**src/rtl/servo_pkg.sv**
```systemverilog
`default_nettype none
// ============================================================================
// Module      : servo_pkg
// Description : Shared constants and types for the five-channel servo PWM
//               bank: channel count, field widths, default timing values and
//               the 7-bit servo position type.
// Revision    : 1.0 - initial release
// ============================================================================
package servo_pkg;

   localparam int NUM_SERVOS = 5;
   localparam int POS_W      = 7;
   localparam int TICK_W     = 16;

   // Default timing, 100 MHz processor clock
   localparam int DEF_STEP_CYCLES = 1000;  // 10 us per position tick
   localparam int DEF_FRAME_TICKS = 2000;  // 20 ms frame
   localparam int DEF_BASE_TICKS  = 100;   // 1.0 ms pulse at position 0
   localparam int DEF_MAX_POS     = 100;   // 2.0 ms pulse at the clamp
   localparam int DEF_NEUTRAL_POS = 50;    // 1.5 ms reset position
   localparam int DEF_SLEW_STEP   = 4;     // positions per frame, slew build

   typedef logic [POS_W-1:0] servo_pos_t;

endpackage : servo_pkg
`default_nettype wire

```
**src/rtl/servo_pwm_bank_if.sv**
```systemverilog
`default_nettype none
// ============================================================================
// Module      : servo_pwm_bank_if
// Description : Register-file / pin side bundle of the servo PWM bank.
//   servo0..servo4 : target positions (master -> bank)
//   enable         : global output enable (master -> bank)
//   pwm_out[4:0]   : servo pulses, bit i for servo<i> (bank -> master)
//   frame_start    : one-clock strobe per frame boundary (bank -> master)
//   Modports: master = register file / test side, slave = the PWM bank.
// Revision    : 1.0 - initial release
// ============================================================================
interface servo_pwm_bank_if;
   import servo_pkg::*;

   servo_pos_t            servo0;
   servo_pos_t            servo1;
   servo_pos_t            servo2;
   servo_pos_t            servo3;
   servo_pos_t            servo4;
   logic                  enable;
   logic [NUM_SERVOS-1:0] pwm_out;
   logic                  frame_start;

   modport master (
      output servo0, servo1, servo2, servo3, servo4, enable,
      input  pwm_out, frame_start
   );

   modport slave (
      input  servo0, servo1, servo2, servo3, servo4, enable,
      output pwm_out, frame_start
   );

endinterface : servo_pwm_bank_if
`default_nettype wire

```
**src/rtl/servo_channel.sv**
```systemverilog
`default_nettype none
// ============================================================================
// Module      : servo_channel
// Description : One servo output: clamps the target position, optionally
//               slews toward it, holds the per-frame shadow position and
//               generates the registered pulse by comparing the shared frame
//               counter with the pulse width.
//   clock, reset : system clock, asynchronous active-high reset
//   fc_i         : shared frame tick counter
//   boundary_i   : high for the single clock on which a frame ends
//   armed_i      : output permitted for the current frame
//   enable_i     : live global enable
//   servo_i      : target position from the register file
//   pwm_o        : servo pulse
//   Build option : SERVO_SLEW_EN limits the shadow change per frame.
// Revision    : 1.0 - initial release
// ============================================================================
module servo_channel
   import servo_pkg::*;
#(
   parameter int BASE_TICKS  = DEF_BASE_TICKS,
   parameter int MAX_POS     = DEF_MAX_POS,
   parameter int NEUTRAL_POS = DEF_NEUTRAL_POS,
   parameter int SLEW_STEP   = DEF_SLEW_STEP
)(
   input  logic              clock,
   input  logic              reset,
   input  logic [TICK_W-1:0] fc_i,
   input  logic              boundary_i,
   input  logic              armed_i,
   input  logic              enable_i,
   input  servo_pos_t        servo_i,
   output logic              pwm_o
);

   localparam servo_pos_t        MAX_POS_C  = servo_pos_t'(MAX_POS);
   localparam servo_pos_t        NEUTRAL_C  = servo_pos_t'(NEUTRAL_POS);
   localparam logic [TICK_W-1:0] BASE_C     = TICK_W'(BASE_TICKS);

   servo_pos_t        target;
   servo_pos_t        eff_q, eff_d;
   logic [TICK_W-1:0] width;
   logic              pwm_q, pwm_d;

   always_comb begin
      target = (servo_i > MAX_POS_C) ? MAX_POS_C : servo_i;
   end

`ifdef SERVO_SLEW_EN
   // Distance is computed one bit wider so the comparison against the step
   // never wraps, and the step is only added when it cannot pass the target.
   localparam logic [POS_W:0] SLEW_C = (POS_W+1)'(SLEW_STEP);
   localparam servo_pos_t     STEP_C = servo_pos_t'(SLEW_STEP);
   logic [POS_W:0] dist;

   always_comb begin
      eff_d = eff_q;
      dist  = '0;
      if (boundary_i) begin
         if (target > eff_q) begin
            dist  = {1'b0, target} - {1'b0, eff_q};
            eff_d = (dist > SLEW_C) ? (eff_q + STEP_C) : target;
         end else if (target < eff_q) begin
            dist  = {1'b0, eff_q} - {1'b0, target};
            eff_d = (dist > SLEW_C) ? (eff_q - STEP_C) : target;
         end
      end
   end
`else
   always_comb begin
      eff_d = boundary_i ? target : eff_q;
   end
`endif

   always_comb begin
      width = BASE_C + TICK_W'(eff_q);
      pwm_d = armed_i && enable_i && (fc_i < width);
   end

   always_ff @(posedge clock or posedge reset) begin
      if (reset) begin
         eff_q <= NEUTRAL_C;
         pwm_q <= 1'b0;
      end else begin
         eff_q <= eff_d;
         pwm_q <= pwm_d;
      end
   end

   assign pwm_o = pwm_q;

endmodule : servo_channel
`default_nettype wire

```
**src/rtl/servo_pwm_bank.sv**
```systemverilog
`default_nettype none
// ============================================================================
// Module      : servo_pwm_bank
// Description : Five-channel hobby-servo PWM generator. A shared prescaler and
//               frame counter form the timebase; each channel latches its
//               position once per frame so register writes never produce
//               runt or stretched pulses.
//   clock : system clock, rising edge
//   reset : asynchronous active-high reset
//   bus   : servo_pwm_bank_if.slave (servo0..4, enable in; pwm_out,
//           frame_start out)
//   Build option : SERVO_SLEW_EN enables per-frame position slew limiting.
// Revision    : 1.0 - initial release
// ============================================================================
module servo_pwm_bank
   import servo_pkg::*;
#(
   parameter int STEP_CYCLES = DEF_STEP_CYCLES,
   parameter int FRAME_TICKS = DEF_FRAME_TICKS,
   parameter int BASE_TICKS  = DEF_BASE_TICKS,
   parameter int MAX_POS     = DEF_MAX_POS,
   parameter int NEUTRAL_POS = DEF_NEUTRAL_POS,
   parameter int SLEW_STEP   = DEF_SLEW_STEP
)(
   input  logic              clock,
   input  logic              reset,
   servo_pwm_bank_if.slave   bus
);

   // The longest pulse must end before the frame does, otherwise the output
   // would never return low between frames.
   if (!(FRAME_TICKS > BASE_TICKS + MAX_POS)) begin : g_bad_frame
      $error("servo_pwm_bank: FRAME_TICKS must exceed BASE_TICKS + MAX_POS");
   end
   if (SLEW_STEP < 1) begin : g_bad_slew
      $error("servo_pwm_bank: SLEW_STEP must be at least 1");
   end

   localparam logic [TICK_W-1:0] PC_LAST = TICK_W'(STEP_CYCLES - 1);
   localparam logic [TICK_W-1:0] FC_LAST = TICK_W'(FRAME_TICKS - 1);
   localparam logic [TICK_W-1:0] ONE     = TICK_W'(1);

   logic [TICK_W-1:0]     pc_q, pc_d;
   logic [TICK_W-1:0]     fc_q, fc_d;
   logic                  armed_q, armed_d;
   logic                  fs_q;
   logic                  tick;
   logic                  boundary;
   servo_pos_t            servo_arr [NUM_SERVOS];
   logic [NUM_SERVOS-1:0] pwm;

   always_comb begin
      tick     = (pc_q == PC_LAST);
      boundary = tick && (fc_q == FC_LAST);
      pc_d     = tick ? '0 : (pc_q + ONE);
      fc_d     = fc_q;
      if (tick) begin
         fc_d = boundary ? '0 : (fc_q + ONE);
      end
      // Dropping enable disarms immediately; re-arming waits for a boundary
      // so a mid-frame enable never emits a partial pulse.
      armed_d  = boundary ? bus.enable : (armed_q & bus.enable);
   end

   always_ff @(posedge clock or posedge reset) begin
      if (reset) begin
         pc_q    <= '0;
         fc_q    <= '0;
         armed_q <= 1'b1;
         fs_q    <= 1'b0;
      end else begin
         pc_q    <= pc_d;
         fc_q    <= fc_d;
         armed_q <= armed_d;
         fs_q    <= boundary;
      end
   end

   assign servo_arr[0] = bus.servo0;
   assign servo_arr[1] = bus.servo1;
   assign servo_arr[2] = bus.servo2;
   assign servo_arr[3] = bus.servo3;
   assign servo_arr[4] = bus.servo4;

   for (genvar g = 0; g < NUM_SERVOS; g++) begin : g_chan
      servo_channel #(
         .BASE_TICKS  (BASE_TICKS),
         .MAX_POS     (MAX_POS),
         .NEUTRAL_POS (NEUTRAL_POS),
         .SLEW_STEP   (SLEW_STEP)
      ) u_chan (
         .clock       (clock),
         .reset       (reset),
         .fc_i        (fc_q),
         .boundary_i  (boundary),
         .armed_i     (armed_q),
         .enable_i    (bus.enable),
         .servo_i     (servo_arr[g]),
         .pwm_o       (pwm[g])
      );
   end

   assign bus.pwm_out     = pwm;
   assign bus.frame_start = fs_q;

endmodule : servo_pwm_bank
`default_nettype wire
```
**src/flat_wrapper.sv**
```systemverilog
// flat-port wrapper written by rule: the top's interface ports become plain ports
module servo_pwm_bank_flat import servo_pkg::*;
#(
   parameter int STEP_CYCLES = DEF_STEP_CYCLES,
   parameter int FRAME_TICKS = DEF_FRAME_TICKS,
   parameter int BASE_TICKS  = DEF_BASE_TICKS,
   parameter int MAX_POS     = DEF_MAX_POS,
   parameter int NEUTRAL_POS = DEF_NEUTRAL_POS,
   parameter int SLEW_STEP   = DEF_SLEW_STEP
)
  (clock, reset, bus_servo0, bus_servo1, bus_servo2, bus_servo3, bus_servo4, bus_enable, bus_pwm_out, bus_frame_start);
  servo_pwm_bank_if bus_i ();
  input  logic clock;
  input  logic reset;
  input wire logic [$bits(bus_i.servo0)-1:0] bus_servo0;
  input wire logic [$bits(bus_i.servo1)-1:0] bus_servo1;
  input wire logic [$bits(bus_i.servo2)-1:0] bus_servo2;
  input wire logic [$bits(bus_i.servo3)-1:0] bus_servo3;
  input wire logic [$bits(bus_i.servo4)-1:0] bus_servo4;
  input wire logic [$bits(bus_i.enable)-1:0] bus_enable;
  output wire logic [$bits(bus_i.pwm_out)-1:0] bus_pwm_out;
  output wire logic [$bits(bus_i.frame_start)-1:0] bus_frame_start;
  assign bus_i.servo0 = bus_servo0;
  assign bus_i.servo1 = bus_servo1;
  assign bus_i.servo2 = bus_servo2;
  assign bus_i.servo3 = bus_servo3;
  assign bus_i.servo4 = bus_servo4;
  assign bus_i.enable = bus_enable;
  assign bus_pwm_out = bus_i.pwm_out;
  assign bus_frame_start = bus_i.frame_start;
  servo_pwm_bank #(.STEP_CYCLES(STEP_CYCLES), .FRAME_TICKS(FRAME_TICKS), .BASE_TICKS(BASE_TICKS), .MAX_POS(MAX_POS), .NEUTRAL_POS(NEUTRAL_POS), .SLEW_STEP(SLEW_STEP)) u_core (.clock(clock), .reset(reset), .bus(bus_i));
endmodule
```
**config.mk**
```make
export PLATFORM = sky130hd
export DESIGN_NAME = servo_pwm_bank_flat
export DESIGN_NICKNAME = d
export VERILOG_FILES = /design/src/rtl/servo_pkg.sv /design/src/rtl/servo_pwm_bank_if.sv /design/src/rtl/servo_channel.sv /design/src/rtl/servo_pwm_bank.sv /design/src/flat_wrapper.sv
export SDC_FILE = /design/constraint.sdc
export NUM_CORES = 1
export LEC_CHECK = 0
export ABC_AREA = 1
export BUFFER_PORTS_ARGS = -buffer_cell sky130_fd_sc_hd__buf_2
export CAP_MARGIN = 5
export CORE_ASPECT_RATIO = 1.25
export CORE_MARGIN = 1.5
export CORE_UTILIZATION = 50
export DETAILED_ROUTE_END_ITERATION = 8
export PLACE_DENSITY_LB_ADDON = 0.15
export SLEW_MARGIN = 20
export SYNTH_ARGS = -nofsm -noshare
export SYNTH_HDL_FRONTEND = slang
export SYNTH_SLANG_ARGS = --single-unit
export TNS_END_PERCENT = 1
```
**constraint.sdc**
```tcl
create_clock -name clock -period 5.57 [get_ports clock]
set_clock_uncertainty 0.2 [all_clocks]
set_input_delay 0.2785 -clock clock [delete_from_list [all_inputs] [get_ports clock]]
set_output_delay 0.2785 -clock clock [all_outputs]
set_load 0.02 [all_outputs]
```
# == After elaboration in Yosys (flattened, before gate mapping) ==
# Cells that the tools add are included.
# op_classes
n_addsub,7
n_mul,0
n_div,0
order_cmp,10
eq_ne,2
shift,0
muxes,8
bitwise_logic,1
reduce_logical,7
# op_table
cell,n
$lt A16 B8 Y1,5
$add A7 B7 Y8 const A,5
$gt A7 B7 Y1 const B,5
$mux W7,5
$add A16 B1 Y16 const B,2
$mux W16,2
$eq A16 B10 Y1 const B,1
$eq A16 B11 Y1 const B,1
$logic_and A1 B1 Y1,7
$and A1 B1 Y1,1
$mux W1,1
# totals
register_bits,74
latch_bits,0
ram_bits,0
mem_bits_ro,0
input_bits,38
out_inout_bits,6
elab_cells,49
memories,0

# == Depth between registers and ports, before layout ==
# Gate-level depths: netlist (run 1).
# depth
depth_word,3
depth_mapped,10
ltp_nobuf,10

# == Hierarchy ==
# Synthesis (run 1) repeated with hierarchy kept, for this count alone.
# hier_totals
cells_unflattened,718
area_unflattened_um2,5220.0
# by_module_without_submodules
module,n_inst,cells_per_inst,area_each_um2,seq_area_each_um2
servo_channel,5,90,643.1,203.9
servo_pwm_bank,1,268,2004.4,852.1

# == Worst setup path after synthesis (run 1) ==
# OpenSTA, ideal clock, no wires.
# synth_path
path_type,flip-flop to flip-flop
startpoint,reg u_core.fc_q[1]
endpoint,reg u_core.g_chan[0].u_chan.eff_q[6]
setup_ns,0.065
t_arrival_ns,1.617
required_time_ns,5.305
setup_slack_ns,3.689
path_stages_with_launch,9
path_buffers,1
synth_period_minus_slack_ns,1.881
path_cell_list,dfrtp_1 > ha_1 > nand3_2 > nor3_4 > nand3_4 > nor2_8 > buf_4 > nand2_1 > nand2_1
# synth_via
elab_chain_len,2
# synth_lines
element,line_no,text
start: declaration,servo_pwm_bank.sv:44,"logic [TICK_W-1:0] fc_q, fc_d;"
start signal: assignment,servo_pwm_bank.sv:68,fc_q <= '0;
start signal: assignment,servo_pwm_bank.sv:73,fc_q <= fc_d;
$eq A16 B11 Y1,servo_pwm_bank.sv:54,boundary = tick && (fc_q == FC_LAST);
$logic_and A1 B1 Y1,servo_pwm_bank.sv:54,
end signal: assignment,servo_channel.sv:82,eff_q <= NEUTRAL_C;
end signal: assignment,servo_channel.sv:85,eff_q <= eff_d;
end: declaration,servo_channel.sv:41,"servo_pos_t eff_q, eff_d;"
# Every way passes these cells.
# A chain may end at the register's enable or synchronous reset.

# == Final worst setup path (run 1) ==
# layout_path
startpoint,reg u_core.pc_q[14]
endpoint,reg u_core.g_chan[3].u_chan.eff_q[3]
# layout_via
elab_chain_len,2
# layout_lines
element,line_no,text
start: declaration,servo_pwm_bank.sv:43,"logic [TICK_W-1:0] pc_q, pc_d;"
start signal: assignment,servo_pwm_bank.sv:72,pc_q <= pc_d;
$eq A16 B10 Y1,servo_pwm_bank.sv:53,tick = (pc_q == PC_LAST);
$logic_and A1 B1 Y1,servo_pwm_bank.sv:54,
end signal: assignment,servo_channel.sv:82,
end signal: assignment,servo_channel.sv:85,
end: declaration,servo_channel.sv:41,
# Every way passes these cells.

==> results.cfg, run 1 <==
[routing]
vias = 4235
vias_per_cell = 4.930
ant_nets = 0
routedWlPerCell_um = 11.87
drc = 0
drtIter0Drc = 154
wl_um = 10200
firstDrtPassIters = 5

[yosys]
synth_top_area_cell = dfrtp_1
synth_top_area_share = 0.2944
synthesis.nets = 757
ys_types = 26
synth.top_cells.by_count = nand2_1, inv_1, nor2_1
netlist_instances = 677
yosys_most_used_dff = dfrtp_1
yosysMostFrequentCell = nand2_1
ys_ff_latch = 74
synthArstFlopShare = 1.000
synth_edf_count = 0
netlist_area_sq_um = 4930
yosys-top-cells-area = dfrtp_1, nand2_1, ha_1, dfstp_2, inv_1
syn_area_per_cell_sq_um = 7.282
seq_area_frac_synth = 0.3797
synth_warnings = 0

[sta]
rsz0062_at_grt = false
finalSetupViolations = 0
period_needed_ps = 2716
worstMarginPinSlew_ps = 935.1
fin_crit_sh = 0.4876
fmax_mhz = 368.2
fin_tns_setup_ps = 0
hold_violations = 0
slew_viol_final = 0
relSlewSlack = 0.3766

[floorplanning]
die-area_sq_um = 10470
die_w_um = 91.81
io_pins = 44
die_h_um = 114.0
coreArea_sq_um = 9609
fp-row-count = 40
initial_utilization = 0.5130

[finish]
n_antenna_cell = 0
multi_input_area_sq_um = 2595
stdcell_area_sq_um = 5594
drive_above_1_share = 0.1255
nFillCells = 942
final_nets = 808
synthToLayoutAreaGrowth_pct = 13.48
seq_area_sq_um = 1872
final_cells = 859

[worst_setup_path]
reg2reg_depth = 8
required_ps = 5590
crit_fanout = 36
cpMostUsedCell = nand2_1
crit_path_start_kind = register
slowest_delay_ps = 670
worstReg2RegStart = u_core.pc_q[14]
endpoint_kind = register
worst_path_max_delay_cell = nand3b_2
critPathLaunch = u_core.pc_q[14]
arrival_ps = 2730
crit_type = register to register
worstPathCellList = nor2_1, nand2_1, nor2_1, nand2_2, inv_2, nand3b_2, nand2_1, nand2_1

[run_status]
outcome = finished clean

[global_routing]
grt_util_met1 = 0.2452
grt.met2_usage = 0.3905
grt_overflow_total = 0
grt_max_degree = 75
grt_pass1_wl_um = 17730
grt_use_total = 0.2139
grt_antenna_before_repair = 0
grt_pass1_vias = 4140
met3_usage = 0.03667
busiest_layer = met2

[place]
dp_hpwl_um = 7164
placedCellCount = 832
io_buffers = 43
routabilityCongestion = 0.8783
dpl_cell_area_sq_um = 5211

[power_and_ir_drop]
ir_drop_v = 0.0001304
p_leak_nw = 3.199
p_total_mw = 1.116
power.density_nw_per_um2 = 199.4

[clock_network]
cts.clk_slew.worst_paths_ps = 60
insertion_delay_ps = 340
htreeDepth = 3
root_buffer = clkbuf_16
ctsResizeCount = 0
clk_path_buf_depth = 2
cts_tree = done
cts_made_buffers = 9
cts.sinks = 74

[worst_hold_path]
hold_path.class = input pin to register
hold_depth = 5
min_from = bus_servo2[1]

[run]
cap_violations = 0
-- cell families (layout without fill, tap and decap cells) --
kind of cell,Yosys count,after routing,synth area share
AND/OR/NAND/NOR,370,370,0.3160
flip-flops,74,74,0.3797
adder cells (fa/ha/maj),42,42,0.1066
XOR/XNOR,31,31,0.05508
buffers and inverters,112,168,0.09391
AO/OA/AOI/OAI,48,48,0.04873
-- registers in the layout (all words and copies together), names as in the netlist --
| register | flops |
|---|---|
| u_core.g_chan.u_chan.pwm_o | 5 |
| u_core.bus.frame_start | 1 |
| u_core.fc_q | 16 |
| u_core.pc_q | 16 |
| u_core.armed_q | 1 |
| u_core.g_chan.u_chan.eff_q | 35 |
-- layout by cell type (no fill, tap or decap), types with 2 or more instances in the layout --
cell / synthesis / final
nand2_1: 235 / 235
inv_1: 94 / 93
nor2_1: 68 / 68
dfrtp_1: 58 / 58
buf_2: 4 / 43
ha_1: 42 / 42
nand3_1: 33 / 33
a21oi_1: 31 / 31
xor2_1: 18 / 18
o21ai_0: 17 / 17
dfstp_2: 16 / 16
xnor2_1: 13 / 13
nor3_1: 12 / 12
dlygate4sd3_1: 0 / 11
nand4_1: 9 / 9
clkbuf_16: 0 / 9
or2_2: 5 / 5
inv_2: 3 / 4
clkinv_2: 0 / 3
nor3_4: 2 / 2
clkinvlp_4: 0 / 2
-- through the flow --
stage	worst slack, ps	utilization	hold slack, ps
floorplan	3236	-	172.9
global placement	2912	0.5423	244.7
detailed placement	2842	0.5423	251.7
CTS	2817	0.5822	11.63
global route	2489	0.5822	34.11
finish	2854	0.5822	18.49
-- repair_timing --
action / 4_1_cts / 5_1_grt
buffers inserted: 0 / 0
hold endpoints to repair: 11 / 0
hold buffers: 11 / 0
-- routing by layer --
| metal | vias up | share of wire |
|---|---|---|
| li1 | 2206 | - |
| met1 | 1941 | 0.43 |
| met2 | 74 | 0.52 |
| met3 | 14 | 0.031 |
| met4 | 0 | 0.016 |
| met5 | - | 0 |
-- final timing paths --
kind | endpoint | slack, ps
max in group asynchronous | u_core.fc_q[0] | 4530
max | u_core.g_chan[3].u_chan.eff_q[3] | 2850
max reg2reg | u_core.g_chan[3].u_chan.eff_q[3] | 2850
min in group asynchronous | u_core.pc_q[15] | 30
min reg2reg | u_core.pc_q[0] | 260
min | u_core.g_chan[2].u_chan.eff_q[1] | 20
-- area by class of cell --
| cell class | count | area share |
|---|---|---|
| clock buffers | 11 | 0.04339 |
| clock inverters | 5 | 0.005368 |
| inverters | 97 | 0.06509 |
| multi-input cells | 491 | 0.4639 |
| flip-flops and latches | 74 | 0.3346 |
| well taps | 126 | 0.02818 |
| repair buffers | 55 | 0.05949 |
-- where the power goes --
| group | switching [mW] | internal, mW | leakage (nW) | total (mW) |
|---|---|---|---|---|
| logic | 0.0266 | 0.0215 | 2.21 | 0.0481 |
| registers | 0 | 0.538 | 0.860 | 0.538 |
| clock network | 0.218 | 0.311 | 0.131 | 0.529 |
| total | 0.245 | 0.871 | 3.20 | 1.12 |
-- critical path: cells and delay by family (launching register included) --
family	cells	cell delay [ps]
AND/OR/NAND/NOR	7	1560
buffers and inverters	1	410
flip-flops	1	400
No activity file was read; power rests on OpenSTA's default activity.
==> inputs of run 2 (changes only) <==
==> constraint.sdc (replaced) <==
create_clock -name clock -period 2.6 [get_ports clock]
set_clock_uncertainty 0.2 [all_clocks]
set_input_delay 0.13 -clock clock [delete_from_list [all_inputs] [get_ports clock]]
set_output_delay 0.13 -clock clock [all_outputs]
set_load 0.02 [all_outputs]
==> results.cfg, run 2 (synthesis results as in run 1) <==
[run_status]
outcome = finished clean

[global_routing]
grt_max_degree = 37
grt_use_total = 0.2318
grt_pass1_vias = 4352
grt_overflow_total = 0
grt.met2_usage = 0.4308
grt_antenna_before_repair = 0
grt_pass1_wl_um = 19210
grt_util_met1 = 0.2586
busiest_layer = met2
met3_usage = 0.04133

[clock_network]
post_cts_buffers = 0
cts.sinks = 74
cts.clk_slew.worst_paths_ps = 60
cts_made_buffers = 9
root_buffer = clkbuf_16
htreeDepth = 3
ctsResizeCount = 0
cts_tree = done
clk_path_buf_depth = 2
ctsHoldBuffers = 37
insertion_delay_ps = 340

[power_and_ir_drop]
ir_drop_v = 0.0002911
p_leak_nw = 3.373
p_total_mw = 2.568
intPower_mw = 2.018
pwr-share-comb = 0.055
switching_share = 0.2141
clkPwrFrac = 0.496
power.density_nw_per_um2 = 430.8
power.switching_mw = 0.5497
seqPwrFrac = 0.449

[worst_setup_path]
reg2reg_to = u_core.g_chan[2].u_chan.eff_q[5]
reg2reg_depth = 7
required_ps = 2680
endpoint_kind = register
worstPathCellList = ha_1, nand3_2, nor3_4, nand3_4, nor2_8, nand2_1, nand2_1
worst_path_max_delay_cell = dfrtp_1
crit_path_start_kind = register
crit_type = register to register
rrSetupSlack_ps = 300
slowest_delay_ps = 540
crit_fanout = 36
arrival_ps = 2390
cpMostUsedCell = nand2_1
worstReg2RegStart = u_core.fc_q[1]

[worst_hold_path]
hold_path.class = input pin to asynchronous set/reset pin

[routing]
routedWlPerCell_um = 12.50
vias_per_cell = 4.994
drc = 0
drtIter0Drc = 257
firstDrtPassIters = 4
ant_nets = 0
wl_um = 11160
vias = 4460

[place]
io_buffers = 43
routabilityCongestion = 0.8739
dp_hpwl_um = 7753
dpl_worst_slack_ps = 297.5
dpl_cell_area_sq_um = 5284
placedCellCount = 840

[finish]
final_cells = 893
reg.largest.list = u_core.g_chan.u_chan.eff_q x35, u_core.fc_q x16, u_core.pc_q x16
largest_reg_flops = 35
final_common_cell = nand2_1
stdcell_area_sq_um = 5959
top_register = u_core.g_chan.u_chan.eff_q
synthToLayoutAreaGrowth_pct = 20.89
n_antenna_cell = 0
layout_common_cells = nand2_1, inv_1, nor2_1, dfrtp_1, buf_2
final_core_util = 0.6202
drive_above_1_share = 0.1317
final_nets = 842

[sta]
fmax_mhz = 434.3
relSlewSlack = 0.6789
hold_violations = 0
slew_viol_final = 0
fin_tns_setup_ps = 0
finalSetupViolations = 0
worstMarginPinSlew_ps = 479.9
fin_crit_sh = 0.8857
hold_slack_ps = 97.76
rsz0062_at_grt = false
setup_slack_ps = 297.2
period_needed_ps = 2303

[floorplanning]
fp-row-count = 40
die_h_um = 114.0
die-area_sq_um = 10470
io_pins = 44
coreArea_sq_um = 9609
die_w_um = 91.81
initial_utilization = 0.5130

[run]
cap_violations = 0
-- run 2: cell types whose count changed in the layout (fill, tap and decap cells not counted), sizes merged --
cell and change:
dlygate4sd3 +26, buf +8, bufinv +1, clkinvlp -1
-- run 2: final cells by class --
cell class	instances	area, sq um
repair buffers	89	665.6
inverters	97	364.1
clock inverters	5	52.55
flip-flops and latches	74	1872
multi-input cells	491	2595
clock buffers	11	252.7
well taps	126	157.7
fillers	855	3650
-- run 2: power by group through the flow --
stage	clock, mW	combinational, mW	sequential (mW)
global placement	0	0.0942	1.17
CTS	1.30	0.139	1.15
detailed placement	0	0.0966	1.17
finish	1.27	0.140	1.15
global route	1.35	0.158	1.15
floorplan	0	0.0468	1.17
-- run 2: how the worst max path moves through the flow --
stage,slack (ps),end,start,cells past startpoint
2_1_floorplan,410,u_core.bus.frame_start,reset,1
3_3_place_gp,370,u_core.g_chan[0].u_chan.eff_q[4],u_core.fc_q[1],7
3_5_place_dp,300,u_core.g_chan[1].u_chan.eff_q[3],u_core.fc_q[1],7
4_1_cts,280,u_core.g_chan[4].u_chan.eff_q[6],u_core.fc_q[1],7
5_1_grt,50,u_core.g_chan[1].u_chan.eff_q[3],u_core.fc_q[1],7
6_report,300,u_core.g_chan[2].u_chan.eff_q[5],u_core.fc_q[1],7
-- run 2: routing by layer --
metal  wire [um]  vias to the layer above  share of wire
met5           0                        -              0
met4         275                        0          0.025
met3         317                       25          0.028
met2        5845                       81           0.52
met1        4723                     2082           0.42
li1            -                     2272              -
-- run 2: worst max-delay path, delay by kind of cell, from the launching register on --
kind	cells	cell delay, ps
and+or+nand+nor	6	1240
adders and majority gates	1	260
DFF	1	540
==> inputs of run 3 (changes only) <==
--- a/config.mk
+++ b/config.mk
@@ -5,7 +5,6 @@
 export SDC_FILE = /design/constraint.sdc
 export NUM_CORES = 1
 export LEC_CHECK = 0
-export ABC_AREA = 1
 export BUFFER_PORTS_ARGS = -buffer_cell sky130_fd_sc_hd__buf_2
 export CAP_MARGIN = 5
 export CORE_ASPECT_RATIO = 1.25
==> results.cfg, run 3 <==
[run_status]
outcome = finished clean

[clock_network]
cts.sinks = 74
root_buffer = clkbuf_8
insertion_delay_ps = 360
htreeDepth = 3
post_cts_buffers = 0
ctsHoldBuffers = 37
ctsResizeCount = 0
clk_path_buf_depth = 2
cts_tree = done
cts_made_buffers = 9
cts.clk_slew.worst_paths_ps = 80

[floorplanning]
coreArea_sq_um = 8333
die_h_um = 107.0
die-area_sq_um = 9221
initial_utilization = 0.5191
die_w_um = 86.19
io_pins = 44
fp-row-count = 37

[worst_setup_path]
crit_type = register to register
worstPathCellList = or4_4, nor4_4, and4_1, buf_12, nor2_1, a31oi_1
rrSetupSlack_ps = 170
crit_path_start_kind = register
worst_path_max_delay_cell = or4_4
slowest_delay_ps = 560
arrival_ps = 2510
crit_fanout = 43
critPathBufInv = 1
required_ps = 2690
endpoint_kind = register
critPathTopFamily = simple AND/OR/NAND/NOR gates

[global_routing]
grt_pass1_vias = 3703
grt_overflow_total = 0
grt_antenna_before_repair = 0
grt_max_degree = 44
grt_pass1_wl_um = 16410
grt_use_total = 0.2269

[finish]
largest_reg_flops = 35
final_core_util = 0.6333
layout_common_cells = nand2_1, dfrtp_1, buf_2, ha_1, nand3_1
reg.largest.list = u_core.g_chan.u_chan.eff_q x35, u_core.fc_q x16, u_core.pc_q x16
n_antenna_cell = 0
top_register = u_core.g_chan.u_chan.eff_q
synthToLayoutAreaGrowth_pct = 22.01
final_common_cell = nand2_1
final_nets = 635
drive_above_1_share = 0.1625

[yosys]
yosys-top-cells-area = dfrtp_1, ha_1, dfstp_2, nand2_1, xnor2_1
ys_ff_latch = 74
ys_types = 42
synth_top_area_share = 0.3356
seq_area_frac_synth = 0.4327
synth_edf_count = 0
syn_area_per_cell_sq_um = 9.223
synthesis.nets = 549
netlist_instances = 469
yosys_most_used_dff = dfrtp_1
synthArstFlopShare = 1.000
yosysMostFrequentCell = nand2_1
netlist_area_sq_um = 4325
synth_top_area_cell = dfrtp_1
synth_warnings = 0
synth.top_cells.by_count = nand2_1, dfrtp_1, ha_1

[place]
io_buffers = 43
dpl_worst_slack_ps = 205.7
routabilityCongestion = 0.8071
dp_hpwl_um = 6412

[power_and_ir_drop]
p_leak_nw = 2.537
ir_drop_v = 0.0002378
power.density_nw_per_um2 = 441.0

[routing]
firstDrtPassIters = 4
vias_per_cell = 5.504
routedWlPerCell_um = 14.39
vias = 3616
drc = 0
ant_nets = 0
drtIter0Drc = 227
wl_um = 9453

[sta]
setup_slack_ps = 172.0
period_needed_ps = 2428
hold_slack_ps = 173.0
fmax_mhz = 411.9
relSlewSlack = 0.6067
worstMarginPinSlew_ps = 589.1
slew_viol_final = 0
fin_tns_setup_ps = 0
rsz0062_at_grt = false
fin_crit_sh = 0.9338
finalSetupViolations = 0
hold_violations = 0

[worst_hold_path]
hold_path.class = input pin to asynchronous set/reset pin

[run]
cap_violations = 0
## run 3: worst paths after layout
kind                                                  startpoint                                to  cells after the start
worst max register to register                   u_core.fc_q[13]  u_core.g_chan[0].u_chan.eff_q[2]                      6
max in group asynchronous                                  reset  u_core.g_chan[4].u_chan.eff_q[5]                      4
worst max-delay path                             u_core.fc_q[13]  u_core.g_chan[0].u_chan.eff_q[2]                      6
worst min-delay path                                       reset                   u_core.fc_q[15]                      3
min in group clock              u_core.g_chan[3].u_chan.eff_q[0]  u_core.g_chan[3].u_chan.eff_q[0]                      2
worst min register to register  u_core.g_chan[3].u_chan.eff_q[0]  u_core.g_chan[3].u_chan.eff_q[0]                      2
## run 3: worst min-delay path, stage by stage
cell and delay [ps]:
dlygate4sd3_1 530, buf_2 120, inv_2 430
## run 3: metal layers
layer | global-route usage | share of wire
met4 | 0.1164 | 0.021
met1 | 0.2667 | 0.44
met2 | 0.3960 | 0.51
met3 | 0.03695 | 0.032
met5 | 0 | 0
## run 3: cell type report
class                           count  area [sq um]
Fill cell                         689          3055
Multi-Input combinational cell    358          2271
Sequential cell                    74          1872
Timing Repair Buffer               92         700.7
Clock buffer                       12         165.2
Tap cell                           97         121.4
Inverter                           20         75.07
Clock inverter                      4         72.57
## run 3: per-stage QoR
stage,instance area (sq um),std cells,power [mW]
after floorplan,4325,469,1.204
after global placement,4669,604,1.251
after detailed placement,4669,604,1.253
after CTS,5278,657,2.353
after global routing,5278,657,2.403
final,5278,657,2.328
## run 3: where the power goes
| part | internal (mW) | total (mW) | switching, mW |
|---|---|---|---|
| combinational | 0.0665 | 0.122 | 0.0557 |
| sequential | 1.15 | 1.15 | 0 |
| clock | 0.617 | 1.05 | 0.437 |
| total | 1.84 | 2.33 | 0.492 |
## run 3: kinds of logic after synthesis
family / Yosys count / share of synthesized area
multiplexers: 1 / 0.002603
AND/OR/NAND/NOR: 201 / 0.2251
buffers and inverters: 37 / 0.04223
adder cells (fa/ha/maj): 42 / 0.1215
XOR/XNOR: 35 / 0.07087
AO/OA/AOI/OAI: 79 / 0.1050
flip-flops: 74 / 0.4327
